<file path="config.mk">
export PLATFORM = sky130hd
export DESIGN_NAME = debouncer_nch
export DESIGN_NICKNAME = d
export VERILOG_FILES = /design/src/rtl/debounce_pkg.sv /design/src/rtl/debounce_ch.sv /design/src/rtl/debouncer_nch.sv
export SDC_FILE = /design/constraint.sdc
export NUM_CORES = 1
export LEC_CHECK = 0
export ABC_AREA = 0
export BUFFER_PORTS_ARGS = -buffer_cell sky130_fd_sc_hd__buf_2
export CORE_MARGIN = 4
export CORE_UTILIZATION = 40
export DETAILED_ROUTE_END_ITERATION = 12
export GPL_TIMING_DRIVEN = 0
export SLEW_MARGIN = 30
export SYNTH_ARGS = -nofsm -noshare
export SYNTH_HDL_FRONTEND = slang
export SYNTH_SLANG_ARGS = --single-unit
</file>
<file path="constraint.sdc">
create_clock -name clk -period 7.2 [get_ports clk]
set_input_delay 0.72 -clock clk [delete_from_list [all_inputs] [get_ports clk]]
set_output_delay 0.72 -clock clk [all_outputs]
set_load 0.05 [all_outputs]
</file>
<file path="src/rtl/debounce_pkg.sv">
// Shared encodings and counter widths for the key debouncer channels.
package debounce_pkg;

    localparam int unsigned DEB_CNT_W  = 8;
    localparam int unsigned HOLD_CNT_W = 16;

    typedef logic [DEB_CNT_W-1:0]  deb_cnt_t;
    typedef logic [HOLD_CNT_W-1:0] hold_cnt_t;

    localparam logic [1:0] ST_IDLE    = 2'd0;
    localparam logic [1:0] ST_W_PRESS = 2'd1;
    localparam logic [1:0] ST_PRESSED = 2'd2;
    localparam logic [1:0] ST_W_REL   = 2'd3;

endpackage

</file>
<file path="src/rtl/debounce_ch.sv">
// One key channel: 2-flop synchroniser, qualify/abort FSM, hold and repeat counters.
module debounce_ch
    import debounce_pkg::*;
#(
    parameter bit          ACTIVE_LOW   = 1'b1,
    parameter int unsigned DEB_TICKS    = 8,
    parameter int unsigned LONG_TICKS   = 600,
    parameter int unsigned REPEAT_TICKS = 150
) (
    input  logic clk,
    input  logic reset,
    input  logic en,
    input  logic key_in,
    output logic key_level,
    output logic key_press,
    output logic key_rel,
    output logic key_long
);

    localparam deb_cnt_t  DEB_LAST = DEB_CNT_W'(DEB_TICKS - 1);
    localparam bit        LONG_EN  = (LONG_TICKS != 0);
    localparam bit        REP_EN   = (REPEAT_TICKS != 0);
    localparam hold_cnt_t LONG_CNT = HOLD_CNT_W'(LONG_TICKS);
    localparam hold_cnt_t LONG_M1  = HOLD_CNT_W'(LONG_EN ? LONG_TICKS - 1 : 0);
    localparam hold_cnt_t REP_CNT  = HOLD_CNT_W'(REPEAT_TICKS);
    localparam hold_cnt_t HOLD_MAX = '1;

    logic [1:0] sync_q;
    logic [1:0] state_q, state_d;
    deb_cnt_t   cnt_q, cnt_d;
    hold_cnt_t  hold_q, hold_d;
    hold_cnt_t  rep_q, rep_d;
    logic       level_q, level_d;
    logic       press_q, press_d;
    logic       rel_q, rel_d;
    logic       long_q, long_d;
    logic       p_c;

    assign p_c = sync_q[1] ^ ACTIVE_LOW;

    always_ff @(posedge clk or posedge reset) begin
        if (reset) begin
            sync_q  <= {2{ACTIVE_LOW}};
            state_q <= ST_IDLE;
            cnt_q   <= '0;
            hold_q  <= '0;
            rep_q   <= '0;
            level_q <= 1'b0;
            press_q <= 1'b0;
            rel_q   <= 1'b0;
            long_q  <= 1'b0;
        end else begin
            sync_q  <= {sync_q[0], key_in};
            state_q <= state_d;
            cnt_q   <= cnt_d;
            hold_q  <= hold_d;
            rep_q   <= rep_d;
            level_q <= level_d;
            press_q <= press_d;
            rel_q   <= rel_d;
            long_q  <= long_d;
        end
    end

    always_comb begin
        state_d = state_q;
        cnt_d   = cnt_q;
        hold_d  = hold_q;
        rep_d   = rep_q;
        press_d = 1'b0;
        rel_d   = 1'b0;
        long_d  = 1'b0;
        case (state_q)
            ST_IDLE: begin
                cnt_d = '0;
                if (p_c) state_d = ST_W_PRESS;
            end
            ST_W_PRESS: begin
                if (!p_c) begin
                    state_d = ST_IDLE;
                    cnt_d   = '0;
                end else if (en) begin
                    if (cnt_q == DEB_LAST) begin
                        state_d = ST_PRESSED;
                        press_d = 1'b1;
                        cnt_d   = '0;
                        hold_d  = '0;
                        rep_d   = '0;
                    end else begin
                        cnt_d = cnt_q + 1'b1;
                    end
                end
            end
            ST_PRESSED: begin
                if (!p_c) begin
                    state_d = ST_W_REL;
                    cnt_d   = '0;
                end else if (en) begin
                    if (hold_q != HOLD_MAX) hold_d = hold_q + 1'b1;
                    // First long pulse on reaching LONG_TICKS, then repeats keep going even once hold saturates
                    if (LONG_EN && hold_q == LONG_M1) begin
                        long_d = 1'b1;
                        rep_d  = '0;
                    end else if (LONG_EN && REP_EN && hold_q >= LONG_CNT) begin
                        if (rep_q + 1'b1 == REP_CNT) begin
                            long_d = 1'b1;
                            rep_d  = '0;
                        end else begin
                            rep_d = rep_q + 1'b1;
                        end
                    end
                end
            end
            ST_W_REL: begin
                if (p_c) begin
                    state_d = ST_PRESSED;
                    cnt_d   = '0;
                    rep_d   = '0;
                end else if (en) begin
                    if (cnt_q == DEB_LAST) begin
                        state_d = ST_IDLE;
                        rel_d   = 1'b1;
                        cnt_d   = '0;
                    end else begin
                        cnt_d = cnt_q + 1'b1;
                    end
                end
            end
            default: state_d = ST_IDLE;
        endcase
        level_d = (state_d == ST_PRESSED) || (state_d == ST_W_REL);
    end

    assign key_level = level_q;
    assign key_press = press_q;
    assign key_rel   = rel_q;
    assign key_long  = long_q;

endmodule

</file>
<file path="src/rtl/debouncer_nch.sv">
// N-channel front-panel key debouncer: one debounce_ch per key plus an any-key level.
module debouncer_nch
    import debounce_pkg::*;
#(
    parameter int unsigned CH           = 4,
    parameter bit          ACTIVE_LOW   = 1'b1,
    parameter int unsigned DEB_TICKS    = 8,
    parameter int unsigned LONG_TICKS   = 600,
    parameter int unsigned REPEAT_TICKS = 150
) (
    input  logic          clk,
    input  logic          reset,
    input  logic          en,
    input  logic [CH-1:0] key_in,
    output logic [CH-1:0] key_level,
    output logic [CH-1:0] key_press,
    output logic [CH-1:0] key_rel,
    output logic [CH-1:0] key_long,
    output logic          any_level
);

    for (genvar g = 0; g < int'(CH); g++) begin : g_ch
        debounce_ch #(
            .ACTIVE_LOW  (ACTIVE_LOW),
            .DEB_TICKS   (DEB_TICKS),
            .LONG_TICKS  (LONG_TICKS),
            .REPEAT_TICKS(REPEAT_TICKS)
        ) u_ch (
            .clk      (clk),
            .reset    (reset),
            .en       (en),
            .key_in   (key_in[g]),
            .key_level(key_level[g]),
            .key_press(key_press[g]),
            .key_rel  (key_rel[g]),
            .key_long (key_long[g])
        );
    end

    assign any_level = |key_level;

endmodule

</file>
==> Word-level counts from Yosys, hierarchy flattened <==
Cells that the tools add are included.
{ "op_classes": {"add_sub_neg": 12, "order_cmp": 4, "eq_ne": 72, "muxes": 164, "n_reduce_logical": 25} }
{ "op_table": {"columns": ["op", "count"], "rows": [
  ["$mux W16", 48],
  ["$pmux W16 S3", 4],
  ["$mux W8", 20],
  ["$add A16 B1 Y16 const B", 8],
  ["$pmux W16 S2", 4],
  ["$pmux W8 S4", 4],
  ["$eq A16 B10 Y1 const B", 4],
  ["$eq A16 B8 Y1 const B", 4],
  ["$ge A16 B10 Y1 const B", 4],
  ["$mux W2", 32],
  ["$ne A16 B16 Y1 const B", 4],
  ["$mux W1", 48],
  ["$ne A2 B2 Y1 const B", 20],
  ["$add A8 B1 Y8 const B", 4],
  ["$eq A2 B2 Y1 const B", 16],
  ["$eq A8 B3 Y1 const B", 4],
  ["$pmux W2 S4", 4],
  ["$reduce_and A8 Y1", 4],
  ["$reduce_and A7 Y1", 4],
  ["$ne A2 B1 Y1 const B", 12],
  ["$ne A3 B1 Y1 const B", 4],
  ["$reduce_bool A3 Y1", 4],
  ["$eq A2 B1 Y1 const B", 4],
  ["$logic_not A2 Y1", 4],
  ["3 further kinds", 9]
]} }
{ "totals": {"ff_bits": 192, "in_bits": 7, "out_inout_bits": 17, "elab_cells": 313} }

==> Logic depth before layout (Yosys ltp) <==
Gate-level depths: netlist (run 1).
{ "depth": {"depth_word": 8, "depth_mapped": 10, "mapped_depth_nobuf": 8} }

==> Cells and area by module <==
Synthesis (run 1) repeated with hierarchy kept, for this count alone.
{ "unflattened": {"cells_unflattened": 1248, "area_unflattened_um2": 11282.1} }
{ "by_module_without_submodules": {"columns": ["module", "n_inst", "cells_each", "area_each_um2", "seq_area_each_um2"], "rows": [
  ["debounce_ch at g_ch[0].u_ch ...", 3, 313, 2825.2, 1203.7],
  ["debounce_ch at g_ch[3].u_ch", 1, 308, 2798.9, 1203.7],
  ["debouncer_nch", 1, 1, 7.5, 0.0]
]} }

==> Least setup slack after synthesis (run 1) <==
No wires, ideal clock.
{ "synth_timing": {"kind": "reg2reg", "from": "register g_ch[3].u_ch.rep_q[0]", "to": "register g_ch[3].u_ch.rep_q[7]", "setup_ps": 124, "arrival_time_ps": 2316, "required_ps": 7076, "path_slack_ps": 4760, "stages_incl_launch_ff": 10, "n_path_buf": 1, "period_less_slack_ps": 2440, "path_cell_list": "dfrtp_1 ha_1 buf_2 inv_1 or4_1 o311ai_1 nand4_2 o31ai_4 nor2_1 a211o_1"} }
{ "synth_between": {"elab_chain_len": 8} }
{ "synth_rtl": {"columns": ["item", "line_no", "text"], "rows": [
  ["from (decl)", "debounce_ch.sv:32", "hold_cnt_t rep_q, rep_d;"],
  ["from (signal assigned)", "debounce_ch.sv:57", "rep_q <= rep_d;"],
  ["$add A16 B1 Y16 *", "debounce_ch.sv:105, debounce_ch.sv:109", null],
  ["$eq A16 B8 Y1", "debounce_ch.sv:105", "if (rep_q + 1'b1 == REP_CNT) begin"],
  ["$mux W16 *", "debounce_ch.sv:105", null],
  ["$mux W16 *", "debounce_ch.sv:104", "end else if (LONG_EN && REP_EN && hold_q >= LONG_CNT) begin"],
  ["$mux W16 *", "debounce_ch.sv:101", "if (LONG_EN && hold_q == LONG_M1) begin"],
  ["$mux W16 *", "debounce_ch.sv:98", "end else if (en) begin"],
  ["$mux W16 *", "debounce_ch.sv:95", "if (!p_c) begin"],
  ["$pmux W16 S3 *", "debounce_ch.sv:73", "case (state_q)"]
]} }
Mark *: on every way between the ends. The rest lies on a longest branch, timed or not. The select of a mux whose other input is x is not followed.
A chain may end at the register's enable or synchronous reset.

==> Worst setup path after layout (run 1) <==
Ends and elaborated chain as after synthesis.

==> reports/results.tsv, run 1 <==
stage	metric	value	unit
clocking	clk_latency	430	ps
route	vias	9896	
synthesis	mappedNetlistArea	11500	µm²
synthesis	avgSynthCellArea	8.47	µm²
synthesis	yosys-top-cells-area	dfrtp_1, o21ai_0, nand2_1, nor2_1, nand3_1	
timing	slew_headroom	49.5	%
synthesis	synth-seq-cells	192	
worst_hold_path	hold_path.class	primary input to async pin	
power_and_ir_drop	power.total	2.11	mW
synthesis	yosysMostFrequentCell	dfrtp_1	
clocking	numCtsBuffers	17	
run	max-cap-violations	0	
critical_path	cp-startpoint	g_ch[3].u_ch.rep_q[0]	
layout	seq_area	4810	µm²
timing	hold_violations	0	
synthesis	synth_common_cells	dfrtp_1, nand2_1, o21ai_0	
timing	setup_viol_count_final	0	
clocking	cts_root_buf	clkbuf_16	
clocking	clkSlewWorstSetupHoldPaths	80	ps
synthesis	synth_top_area_cell	dfrtp_1	
critical_path	startpoint_type	flop	
critical_path	crit_arrival	3220	ps
timing	period_minus_slack	2890	ps
global_route	grt_use_total	17.0	%
critical_path	r2r-end	g_ch[3].u_ch.rep_q[7]	
route	drtPass1Iterations	5	
critical_path	ff2ff_setup_slack	4310	ps
synthesis	yosysUniqueCellTypes	84	
synthesis	syn_inst	1353	
layout	fin_nets	1424	
layout	layout-drive-gt1-share	10.1	%
route	wl	25.9	mm
critical_path	worstSetupPathType	flop to flop	
route	ant_nets	0	
clocking	cts.sinks	192	
layout	multi_input_area	6080	µm²
global_route	gr-total-overflow	0	
power_and_ir_drop	p_leak	5.40	nW
clocking	htreeDepth	4	
global_route	grt_pass1_vias	9350	
route	via_per_inst	5.53	
critical_path	end_kind	flop	
timing	rsz0062_at_grt	no	
synthesis	synth-edff-count	0	
critical_path	crit_path_end	g_ch[3].u_ch.rep_q[7]	
placed_design	dp.cells	1756	
synthesis	synth-async-reset-ratio	100	%
clocking	ctsHoldBuffers	0	
clocking	cts_setup_buffers	0	
placed_design	hpwl	17.5	mm
synthesis	ys.flop_type	dfrtp_1	
floorplanning	io_pins	24	
global_route	grt_start_max_net_pins	90	
floorplanning	initial_core_util	40.9	%
clocking	ctsResizeCount	0	
synthesis	synth_nets	1380	
layout	postLayoutCellArea	12700	µm²
critical_path	cp.required	7520	ps
power_and_ir_drop	power_density	166	nW/µm²
layout	antenna_cells	0	
timing	worst_pin_slew	752	ps
timing	final.period_utilization	40.2	%
critical_path	cp_max_fo	10	
synthesis	yosysWarningCount	0	
clocking	clockBufferDepth	2	
layout	area_delta_synth_final	10.8	%
placed_design	dp_slack	4020	ps
floorplanning	die-area	31400	µm²
clocking	cts_tree	done	
floorplanning	dieWidth	177	µm
global_route	grt_pass1_wl	45.1	mm
layout	final_cells	1788	
outcome	outcome	complete, no violations	
global_route	antenna_found_initial	0	
timing	timing.fmax	346	MHz
synthesis	netlist.area_leader.share	40.2	%
critical_path	r2r_cells	9	
floorplanning	core	28000	µm²
timing	setup_slack	4310	ps
synthesis	yosysSeqAreaShare	42.0	%
timing	whs	275	ps
timing	final_max_slew_viol_count	0	
layout	final.fill_count	2722	
floorplanning	chipHeight	177	µm
route	drc	0	
placed_design	place.port_buffers	23	
timing	skew	16.2	ps
power_and_ir_drop	vdd_drop_max	0.120	mV
floorplanning	num_rows	61	
route	wire_per_inst	14.5	µm
critical_path	reg2reg_from	g_ch[3].u_ch.rep_q[0]	
placed_design	dpl-instance-area	12100	µm²
route	drt_iter0_drc	824	
placed_design	place.gp.congestion	0.864	
## cells by family after synthesis
logic type / Yosys count / synth area share (%)
AO/OA/AOI/OAI: 323 / 17.8
XOR/XNOR: 40 / 3.06
adder cells (fa/ha/maj): 20 / 2.18
buffers and inverters: 120 / 4.90
flip-flops: 192 / 42.0
multiplexers: 15 / 1.36
AND/OR/NAND/NOR: 643 / 28.7
## state kept, by name, indices dropped and copies added (netlist names)
register,flops
g_ch.u_ch.state_q,8
g_ch.u_ch.rep_q,64
g_ch.u_ch.sync_q,8
g_ch.u_ch.cnt_q,32
g_ch.u_ch.key_level,4
g_ch.u_ch.key_press,4
g_ch.u_ch.key_long,4
g_ch.u_ch.key_rel,4
g_ch.u_ch.hold_q,64
## layer usage
layer  track usage (%)  wire, µm
met5                 0         0
met4              4.83       431
met3              2.54       683
met2              27.4     12100
met1              23.9     12700
## worst min-delay path by stage
| stage | from | end | cells after the start |
|---|---|---|---|
| floorplan | g_ch[0].u_ch.sync_q[0] | g_ch[0].u_ch.sync_q[1] | 0 |
| global placement | g_ch[0].u_ch.sync_q[0] | g_ch[0].u_ch.sync_q[1] | 0 |
| detailed placement | g_ch[1].u_ch.sync_q[0] | g_ch[1].u_ch.sync_q[1] | 0 |
| CTS | reset | g_ch[3].u_ch.rep_q[5] | 2 |
| global route | reset | g_ch[3].u_ch.rep_q[5] | 2 |
| finish | reset | g_ch[3].u_ch.rep_q[3] | 2 |
## power breakdown
part / switching (mW) / internal, mW
combinational: 0.0426 / 0.0158
sequential: 0.00602 / 1.09
clock: 0.428 / 0.533
## critical path: stages (launching register included)
cell and delay (ps):
dfrtp_1 540, ha_1 190, buf_2 180, nand4_1 200, nor4_1 290, mux2i_1 270
nand4_2 180, o31ai_4 540, nor2_1 100, a211o_1 280
## per-stage QoR
stage / util, % / TNS [ps]
floorplan: - / 0
global placement: 43.0 / -244300
detailed placement: 43.2 / 0
CTS: 45.3 / 0
global route: 45.3 / 0
finish: 45.3 / 0
## placed cells by master (no fill, tap or decap), drive strengths merged, types with 12 or more instances in the layout
master,count
dfrtp,184
nand2,183
o21ai,148
nor2,126
nand3,92
clkbuf,67
buf,64
nor3,39
nand4,36
a21oi,35
inv,35
a31oi,32
and3,27
or3,26
o31ai,26
xor2,23
nor4,23
ha,20
xnor2,17
and2,15
and4,15
nand2b,13
nor2b,12
## area by class of cell
class | instances | share of cell area (%)
clock buffer | 20 | 3.60
timing repair buffer | 25 | 1.34
inverter | 34 | 1.06
clock inverter | 12 | 1.06
multi-input combinational | 1041 | 47.9
tap | 378 | 3.72
sequential | 192 | 37.9
buffer | 86 | 3.42
(Power assumes the default switching activity.)
==> run 2: changes to the inputs <==
==> constraint.sdc (replaced) <==
create_clock -name clk -period 2.8 [get_ports clk]
set_input_delay 0.28 -clock clk [delete_from_list [all_inputs] [get_ports clk]]
set_output_delay 0.28 -clock clk [all_outputs]
set_load 0.05 [all_outputs]
==> run 2 against run 1 <==
  * Via count increased by 1.3%
  * Combinational power increased to 3.0 times the previous value
  * Wire length up 2.4%
  * Sequential share of layout area shrank 0.74 points
  * Clock power increased by 150%
  * Critical path depth unchanged
  * Final cell count up 0.89%
  * Global-route usage is 0.24 points higher
  * Non-clock buffer count up 16
  * Hold slack worse by 26 ps
  * Register-to-register slack worse by 4100 ps
  * Count of clock-buffer cells in the layout down 3
==> reports/results.tsv, run 2 (synthesis gave the netlist of run 1 again) <==
stage	metric	value	unit
global_route	antenna_found_initial	0	
layout	reg_top3	g_ch.u_ch.hold_q: 64 flops, g_ch.u_ch.rep_q: 64 flops, g_ch.u_ch.cnt_q: 32 flops	
global_route	grt-busiest-layer	met2	
clocking	htreeDepth	4	
route	ant_nets	0	
placed_design	dp.cells	1762	
worst_hold_path	hold_path.class	primary input to flop	
global_route	gr-total-overflow	0	
clocking	cts.sinks	192	
critical_path	worstSetupPathType	flop to flop	
clocking	cts_root_buf	clkbuf_16	
layout	fin_nets	1440	
placed_design	place.gp.congestion	0.880	
floorplanning	core	28000	µm²
timing	timing.fmax	382	MHz
timing	hold_violations	0	
floorplanning	chipHeight	177	µm
clocking	clk_latency	430	ps
floorplanning	die-area	31400	µm²
global_route	gr-usage-met3	2.46	%
critical_path	ff2ff_setup_slack	180	ps
placed_design	hpwl	18.4	mm
power_and_ir_drop	vdd_drop_max	0.390	mV
layout	area_delta_synth_final	13.1	%
critical_path	end_kind	flop	
clocking	clockBufferDepth	2	
global_route	grt_util_met2	28.8	%
floorplanning	initial_core_util	40.9	%
critical_path	crit_arrival	2970	ps
run	max-cap-violations	0	
floorplanning	io_pins	24	
global_route	grt_pass1_wl	45.6	mm
critical_path	reg2reg_from	g_ch[3].u_ch.hold_q[3]	
critical_path	cp_max_fo	10	
power_and_ir_drop	power_density	413	nW/µm²
layout	mostFrequentLayoutCells	nand2_1, dfrtp_1, o21ai_0	
timing	skew	14.4	ps
placed_design	place.port_buffers	23	
global_route	grt_start_max_net_pins	29	
global_route	use_met1	23.6	%
outcome	outcome	complete, no violations	
timing	setup_viol_count_final	0	
clocking	clkSlewWorstSetupHoldPaths	80	ps
layout	antenna_cells	0	
timing	final.period_utilization	93.4	%
route	drtPass1Iterations	5	
route	vias	10000	
clocking	cts_tree	done	
floorplanning	dieWidth	177	µm
route	wl	26.5	mm
route	drt_iter0_drc	699	
floorplanning	num_rows	61	
timing	timing.setup.tns	0	ps
layout	final_cells	1804	
global_route	grt_use_total	17.2	%
critical_path	crit_path_end	g_ch[3].u_ch.rep_q[4]	
layout	layout-drive-gt1-share	11.8	%
critical_path	r2r-end	g_ch[3].u_ch.rep_q[4]	
critical_path	r2r_cells	9	
timing	slew_headroom	48.5	%
timing	final_max_slew_viol_count	0	
route	wire_per_inst	14.7	µm
timing	worst_pin_slew	770	ps
critical_path	startpoint_type	flop	
power_and_ir_drop	p_leak	5.51	nW
timing	period_minus_slack	2620	ps
layout	utilization	46.3	%
route	via_per_inst	5.56	
critical_path	cp-startpoint	g_ch[3].u_ch.hold_q[3]	
route	drc	0	
global_route	grt_pass1_vias	9490	
critical_path	cp.required	3160	ps
layout	final.fill_count	2749	
clocking	numCtsBuffers	17	
[run 2: routing by layer]
| layer | share of wire [%] | vias up |
|---|---|---|
| met5 | 0 | - |
| li1 | - | 5013 |
| met3 | 2.7 | 22 |
| met4 | 1.5 | 0 |
| met2 | 48 | 164 |
| met1 | 48 | 4826 |
[run 2: final cells by class]
class / instances / area (µm²) / area share, %
multi-input cells: 1041 / 6160 / 47.5
flip-flops and latches: 192 / 4820 / 37.2
well taps: 378 / 473 / 3.65
plain buffers: 86 / 434 / 3.35
clock buffers: 17 / 425 / 3.28
repair buffers: 41 / 393 / 3.03
inverters: 34 / 131 / 1.01
clock inverters: 15 / 129 / 0.994
[run 2: worst min-delay path by stage]
stage | cells past startpoint | start | to | slack, ps
final | 3 | en | g_ch[3].u_ch.key_long | 250
after global routing | 3 | en | g_ch[3].u_ch.key_long | 230
after CTS | 3 | en | g_ch[3].u_ch.key_long | 230
after detailed placement | 2 | reset | g_ch[2].u_ch.rep_q[7] | 280
after global placement | 0 | g_ch[1].u_ch.sync_q[0] | g_ch[1].u_ch.sync_q[1] | 350
after floorplan | 0 | key_in[0] | g_ch[0].u_ch.sync_q[0] | 280
[run 2: critical path, stage by stage (launching register included)]
cell      delay (ps)
dfrtp_1          360
clkbuf_2         160
a21o_1           180
a211o_1          290
a21oi_1          310
a21oi_1          120
o21bai_1         410
clkbuf_1         490
nand2_1          110
o211ai_1         110
[run 2: where the power goes]
group,switching [mW],internal (mW),total [mW]
Sequential,0.0154,2.79,2.81
Clock,1.20,1.17,2.36
Combinational,0.114,0.0639,0.178
Total,1.32,4.02,5.35
[run 2: repair_timing]
action / in CTS / in global routing
endpoints found under the hold margin: 11 / 0
setup endpoints to repair: 7 / 28
hold buffers: 5 / 0
pin swaps: 1 / 2
gates resized for setup: 4 / 13
setup buffers: 0 / 5
[run 2: through the flow]
step	area, µm²	power [mW]	hold WS [ps]	worst slack, ps
after global routing	13000	5.58	233	-43.1
after global placement	12100	3.01	347	-1350
after CTS	12900	5.45	233	1.38
final	13000	5.35	249	184
after floorplan	11500	2.96	284	50.1
after detailed placement	12200	3.04	281	-55.9
